<file path="config.mk">
export PLATFORM = sky130hd
export DESIGN_NAME = mem_arbiter
export DESIGN_NICKNAME = d
export VERILOG_FILES = /design/src/rtl/mem_arbiter.sv
export SDC_FILE = /design/constraint.sdc
export NUM_CORES = 1
export LEC_CHECK = 0
export CORE_AREA = 2 2 298 300
export CTS_CLUSTER_DIAMETER = 80
export CTS_CLUSTER_SIZE = 8
export DETAILED_ROUTE_END_ITERATION = 6
export DIE_AREA = 0 0 300 302
export HOLD_SLACK_MARGIN = 0.06
export SLEW_MARGIN = 30
export SYNTH_ARGS = -nofsm -noshare
export SYNTH_HDL_FRONTEND = slang
export SYNTH_SLANG_ARGS = --single-unit
</file>
<file path="constraint.sdc">
create_clock -name clk -period 1.7 [get_ports clk]
set_input_delay 0.255 -clock clk [delete_from_list [all_inputs] [get_ports clk]]
set_output_delay 0.255 -clock clk [all_outputs]
set_load 0.1 [all_outputs]
</file>
<file path="src/rtl/mem_arbiter.sv">
// mem_arbiter: round-robin arbiter sharing one line-wide memory port between I-cache and D-cache
module mem_arbiter #(
  parameter int CNT_W = 16
) (
  input  logic             clk,
  input  logic             proc_reset_n,
  input  logic             i_mem_read,
  input  logic [27:0]      i_mem_addr,
  output logic [127:0]     i_mem_rdata,
  output logic             i_mem_ready,
  input  logic             d_mem_read,
  input  logic             d_mem_write,
  input  logic [27:0]      d_mem_addr,
  input  logic [127:0]     d_mem_wdata,
  output logic [127:0]     d_mem_rdata,
  output logic             d_mem_ready,
  output logic             mem_read,
  output logic             mem_write,
  output logic [27:0]      mem_addr,
  output logic [127:0]     mem_wdata,
  input  logic [127:0]     mem_rdata,
  input  logic             mem_ready,
  output logic [CNT_W-1:0] i_cnt,
  output logic [CNT_W-1:0] d_cnt,
  output logic             proto_err
);
  typedef enum logic [1:0] {IDLE, GRANT_I, GRANT_D, GAP} state_t;
  state_t state;
  logic last_d;
  logic i_req, d_req, gi, gd;
  assign i_req = i_mem_read;
  assign d_req = d_mem_read | d_mem_write;
  assign gi = state == GRANT_I;
  assign gd = state == GRANT_D;
  assign i_mem_rdata = mem_rdata;
  assign d_mem_rdata = mem_rdata;
  // memory port mirrors the granted cache; a D write wins over a simultaneous D read
  always_comb begin
    mem_read    = gi ? i_mem_read : gd ? (d_mem_read & ~d_mem_write) : 1'b0;
    mem_write   = gd & d_mem_write;
    mem_addr    = gi ? i_mem_addr : gd ? d_mem_addr : '0;
    mem_wdata   = gd ? d_mem_wdata : '0;
    i_mem_ready = gi & mem_ready;
    d_mem_ready = gd & mem_ready;
  end
  // grant FSM with round-robin tie-break, saturating completion counters and sticky error
  always_ff @(posedge clk or negedge proc_reset_n) begin
    if (!proc_reset_n) begin
      state     <= IDLE;
      last_d    <= 1'b1;
      i_cnt     <= '0;
      d_cnt     <= '0;
      proto_err <= 1'b0;
    end else begin
      proto_err <= proto_err | (d_mem_read & d_mem_write);
      case (state)
        IDLE: begin
          if (i_req && d_req) state <= last_d ? GRANT_I : GRANT_D;
          else if (i_req)     state <= GRANT_I;
          else if (d_req)     state <= GRANT_D;
        end
        GRANT_I: begin
          if (mem_ready) begin
            state  <= GAP;
            last_d <= 1'b0;
            if (i_cnt != '1) i_cnt <= i_cnt + 1'b1;
          end else if (!i_req) state <= IDLE;
        end
        GRANT_D: begin
          if (mem_ready) begin
            state  <= GAP;
            last_d <= 1'b1;
            if (d_cnt != '1) d_cnt <= d_cnt + 1'b1;
          end else if (!d_req) state <= IDLE;
        end
        default: state <= IDLE;
      endcase
    end
  end
endmodule
</file>
## Word level (Yosys, flattened, before mapping)

Cells that the tools add are included.

- Mux-type cells: 17
- Reduce and logical (&&, ||, !) cells: 7
- Add/sub/neg operators: 2
- Equality and inequality tests: 9
- Bitwise logic cells: 8

Operators by type and width:

| kind | number |
|---|---|
| two-way mux 128 bit | 1 |
| two-way mux 28 bit | 2 |
| adder 16 x 1 -> 16 bit, second input constant | 2 |
| != test 16 bit, second input constant | 2 |
| two-way mux 2 bit | 8 |
| AND reduction 3 bit | 4 |
| != test 3 bit, second input constant | 2 |
| one-hot mux 2 bit (3 select lines) | 1 |
| AND 1 bit | 5 |
| two-way mux 1 bit | 4 |
| != test 2 bit, second input constant | 2 |
| != test 4 bit, second input constant | 1 |
| == test 2 x 1 -> 1 bit, second input constant | 1 |
| == test 2 bit, second input constant | 1 |
| zero test 2 bit | 1 |
| OR 1 bit | 2 |
| one-hot mux 1 bit (2 select lines) | 1 |
| nonzero test 2 bit | 1 |
| logical AND 1 bit | 1 |
| NOT 1 bit | 1 |

- Bits of input ports: 318
- Logic and storage cells: 48
- Register bits after elaboration: 36

## Logic depth before layout (Yosys ltp)

- Depth in word-level cells: 5
- Mapped depth: 8
- Mapped depth without buffers: 6

## Worst setup path before layout

Ideal clock, no wire load.

- Path kind: reg2out
- Start point: register state[0]
- End point: output port mem_addr[26]
- Required time: 1.445 ns
- Stages on the path, launching flop included: 7
- Path slack: -1.664 ns
- Arrival: 3.109 ns
- Path through: dfrtp_1 > inv_1 > ha_1 > buf_2 > clkbuf_1 > nand2_1 > o21ai_0

- Word-level cells in the longest chain between the ends: 3
- Elaborated cells on any way between the ends: 4
- Those cells by class: 2 x eq/ne; 2 x mux

Ends and longest elaborated chain:

| element | line | text |
|---|---|---|
| start, declared | 28 | `state_t state;` |
| start signal, assigned | 58 | `if (i_req && d_req) state <= last_d ? GRANT_I : GRANT_D;` |
| == test 2 bit | 34 | `assign gd = state == GRANT_D;` |
| named net gd | 30 | `logic i_req, d_req, gi, gd;` |
| two-way mux 28 bit (2 in series) | 41 | `mem_addr = gi ? i_mem_addr : gd ? d_mem_addr : '0;` |
| end, declared | 19 | `output logic [27:0] mem_addr,` |

The timed path passes the listed nets, and every way through them passes these cells.

## Worst setup path after layout

- Start point: register state[1]
- End point: output port mem_addr[25]

The elaborated chain is that of the path after synthesis.

==> impl_metrics.json <==
{
  "grt-ovfl-total": 0,
  "cts_tree": "done",
  "grt_pass1_vias": 5098,
  "cp.required_ns": 1.44,
  "gp_congestion": 0.740,
  "fp.dieH_um": 302,
  "die_w_um": 300,
  "hold_viol": 0,
  "drtIter0Drc": 200,
  "die-area_um2": 90600,
  "num_vias": 5076,
  "layout-drive-gt1-share": 0.655,
  "avgViaCountPerCell": 2.57,
  "synth_top_cell_area_share": 0.386,
  "ys_ff_latch": 36,
  "crit_path_max_fanout": 6,
  "ir_drop_v": 0.00126,
  "r2r_start": "state[0]",
  "fin_ws_ns": -0.369,
  "setup_viol": 173,
  "multi_input_area_um2": 2850,
  "fmax_mhz": 483,
  "totalWireLength_mm": 46.9,
  "cts_buffer_depth": 2,
  "wl_per_cell_um": 23.7,
  "numCtsBuffers": 5,
  "startpoint_type": "flip-flop",
  "synth_ff_type": "dfrtp_1",
  "synth_edf_count": 0,
  "ys_top_cells_by_count": "buf_4, and2_1, dfrtp_1, a22o_1, clkbuf_1",
  "yosysMostFrequentCell": "buf_4",
  "clk_pin_slew_ns": 0.06,
  "io_buffers": 382,
  "fin_hold_ws_ns": 0.483,
  "first_pass_iters": 4,
  "maxSlewHeadroom": 0.660,
  "route.detailed.drc": 0,
  "syn_area_um2": 4970,
  "seq_area_um2": 1010,
  "dp_hpwl_mm": 42.0,
  "grt_usage": 0.0973,
  "fillers": 9790,
  "status": "finished, violations left",
  "syn_inst": 609,
  "clock_latency_ns": 0.28,
  "final_nets": 1124,
  "cts_sinks": 36,
  "grt_antenna_before_repair": 75,
  "tns_ns": -46.88,
  "ioPinCount": 767,
  "crit_arrival_ns": 1.81,
  "hp-class": "reg2reg",
  "min-delay-start": "last_d",
  "initial_core_util": 0.0568,
  "core_um2": 87600,
  "synthArstFlopShare": 1.00,
  "worst_pin_slew_ns": 0.510,
  "crit_type": "reg2out",
  "htree_num_levels": 2,
  "areaGrowthSynthToFinish_pct": 146,
  "ys_seq_area_frac": 0.181,
  "crit_start": "state[1]",
  "synth.area.top_cells": "buf_4, dfrtp_1, and2_1",
  "rows": 109,
  "grt_max_degree": 30,
  "synth_top_area_cell": "buf_4",
  "rsz0062_at_grt": "yes",
  "grt_pass1_wl_mm": 56.0,
  "min_period_ns": 2.07,
  "synth.distinct_cells": 43,
  "p_per_area_nw_per_um2": 2030,
  "slew_violations": 0,
  "violations": "negative setup slack",
  "final.period_utilization": 1.22,
  "clockRootBuffer": "clkbuf_16",
  "drtAntennaViolNets": 0,
  "endpoint_kind": "output pin",
  "avgSynthCellArea_um2": 8.17,
  "fin_skew_ns": 0.00568,
  "p_leak_nw": 4.64,
  "yosys_warnings": 0,
  "maxCapViolCount": 0,
  "synth_fp_nets": 933
}
-- power by group --
group	switching, mW	internal [mW]	total (mW)
Clock	0.359	0.772	1.13
Combinational	13.9	8.55	22.4
Sequential	0.232	1.09	1.32
Total	14.5	10.4	24.9
-- through the flow --
stage	instance area [um2]	setup slack [ns]	util	power [mW]	instances
after floorplan	5680	-0.253	-	16.8	609
after global placement	11300	-0.180	0.130	22.6	1928
after detailed placement	11300	-0.200	0.130	22.7	1928
after CTS	11900	-0.382	0.136	24.9	1953
after global routing	12200	-0.421	0.140	25.8	1969
final	12200	-0.369	0.140	24.9	1977
-- worst max-delay path, cell delays in order, from the launching register on --
cell,delay (ns)
dfrtp_1,0.40
buf_6,0.13
ha_4,0.17
nor2b_4,0.15
buf_12,0.14
buf_16,0.14
a22o_4,0.22
buf_12,0.16
-- final cells by class --
class	count	share of cell area
Timing Repair Buffer	463	0.545
Tap cell	1165	0.119
Inverter	8	0.00307
Clock inverter	1	0.00245
Antenna cell	11	0.00225
Clock buffer	7	0.0125
Multi-Input combinational cell	286	0.233
Sequential cell	36	0.0827
-- registers in the layout, summed over array words and instances, names as in the netlist --
register / flops
state: 2
proto_err: 1
last_d: 1
i_cnt: 16
d_cnt: 16
-- kinds of logic (layout without fill, tap and decap cells) --
logic type,Yosys count,after routing,synth area share
simple gates,206,206,0.264
mux,4,4,0.0106
other cells,0,11,0
buf+inv,287,479,0.411
xor+xnor,28,28,0.0493
fa+ha+maj,6,6,0.0151
flops,36,36,0.181
compound gates,42,42,0.0684
-- layout by cell type, fill, tap and decap left out, types with 3 or more instances in the layout --
| cell type | instances |
|---|---|
| buf_12 | 202 |
| clkdlybuf4s50_1 | 188 |
| and2_4 | 79 |
| buf_4 | 54 |
| and2_2 | 50 |
| dfrtp_4 | 28 |
| a22o_4 | 27 |
| xor2_1 | 15 |
| nand3_1 | 12 |
| xnor2_1 | 12 |
| diode_2 | 11 |
| nand2_1 | 11 |
| clkbuf_16 | 8 |
| buf_6 | 8 |
| nor4_4 | 6 |
| buf_16 | 6 |
| inv_1 | 5 |
| nor3_2 | 5 |
| nand4_1 | 4 |
| and3_1 | 4 |
| ha_4 | 4 |
| dfrtp_2 | 4 |
| and4_1 | 3 |
| nand3_4 | 3 |
| o21ai_0 | 3 |
| dfrtp_1 | 3 |
-- per-layer routing --
metal  vias to the layer above  GRT usage  wire [um]
met1                      2154     0.0840      13600
met2                       481      0.135      18700
met3                       210      0.121      12100
met4                       106     0.0293       1610
met5                         -     0.0228        897
li1                       2125          -          -
-- worst paths after layout --
path                           endpoint  slack (ns)  depth (start not counted)
max                        mem_addr[25]       -0.37                          7
max in group asynchronous     d_cnt[15]        0.65                          3
max reg2reg                    d_cnt[1]       -0.10                          9
min reg2reg                      last_d        0.48                          2
min                              last_d        0.48                          2
min in group asynchronous      i_cnt[5]        0.51                          2
-- timing repair --
action	4_1_cts	5_1_grt
endpoints found under the setup margin	178	189
endpoints found under the hold margin	17	0
resized for setup	45	41
pin swaps	5	19
setup buffers	11	11
hold buffers	1	0
cloned	5	3
Note: power is estimated with default switching activity, not from simulation.
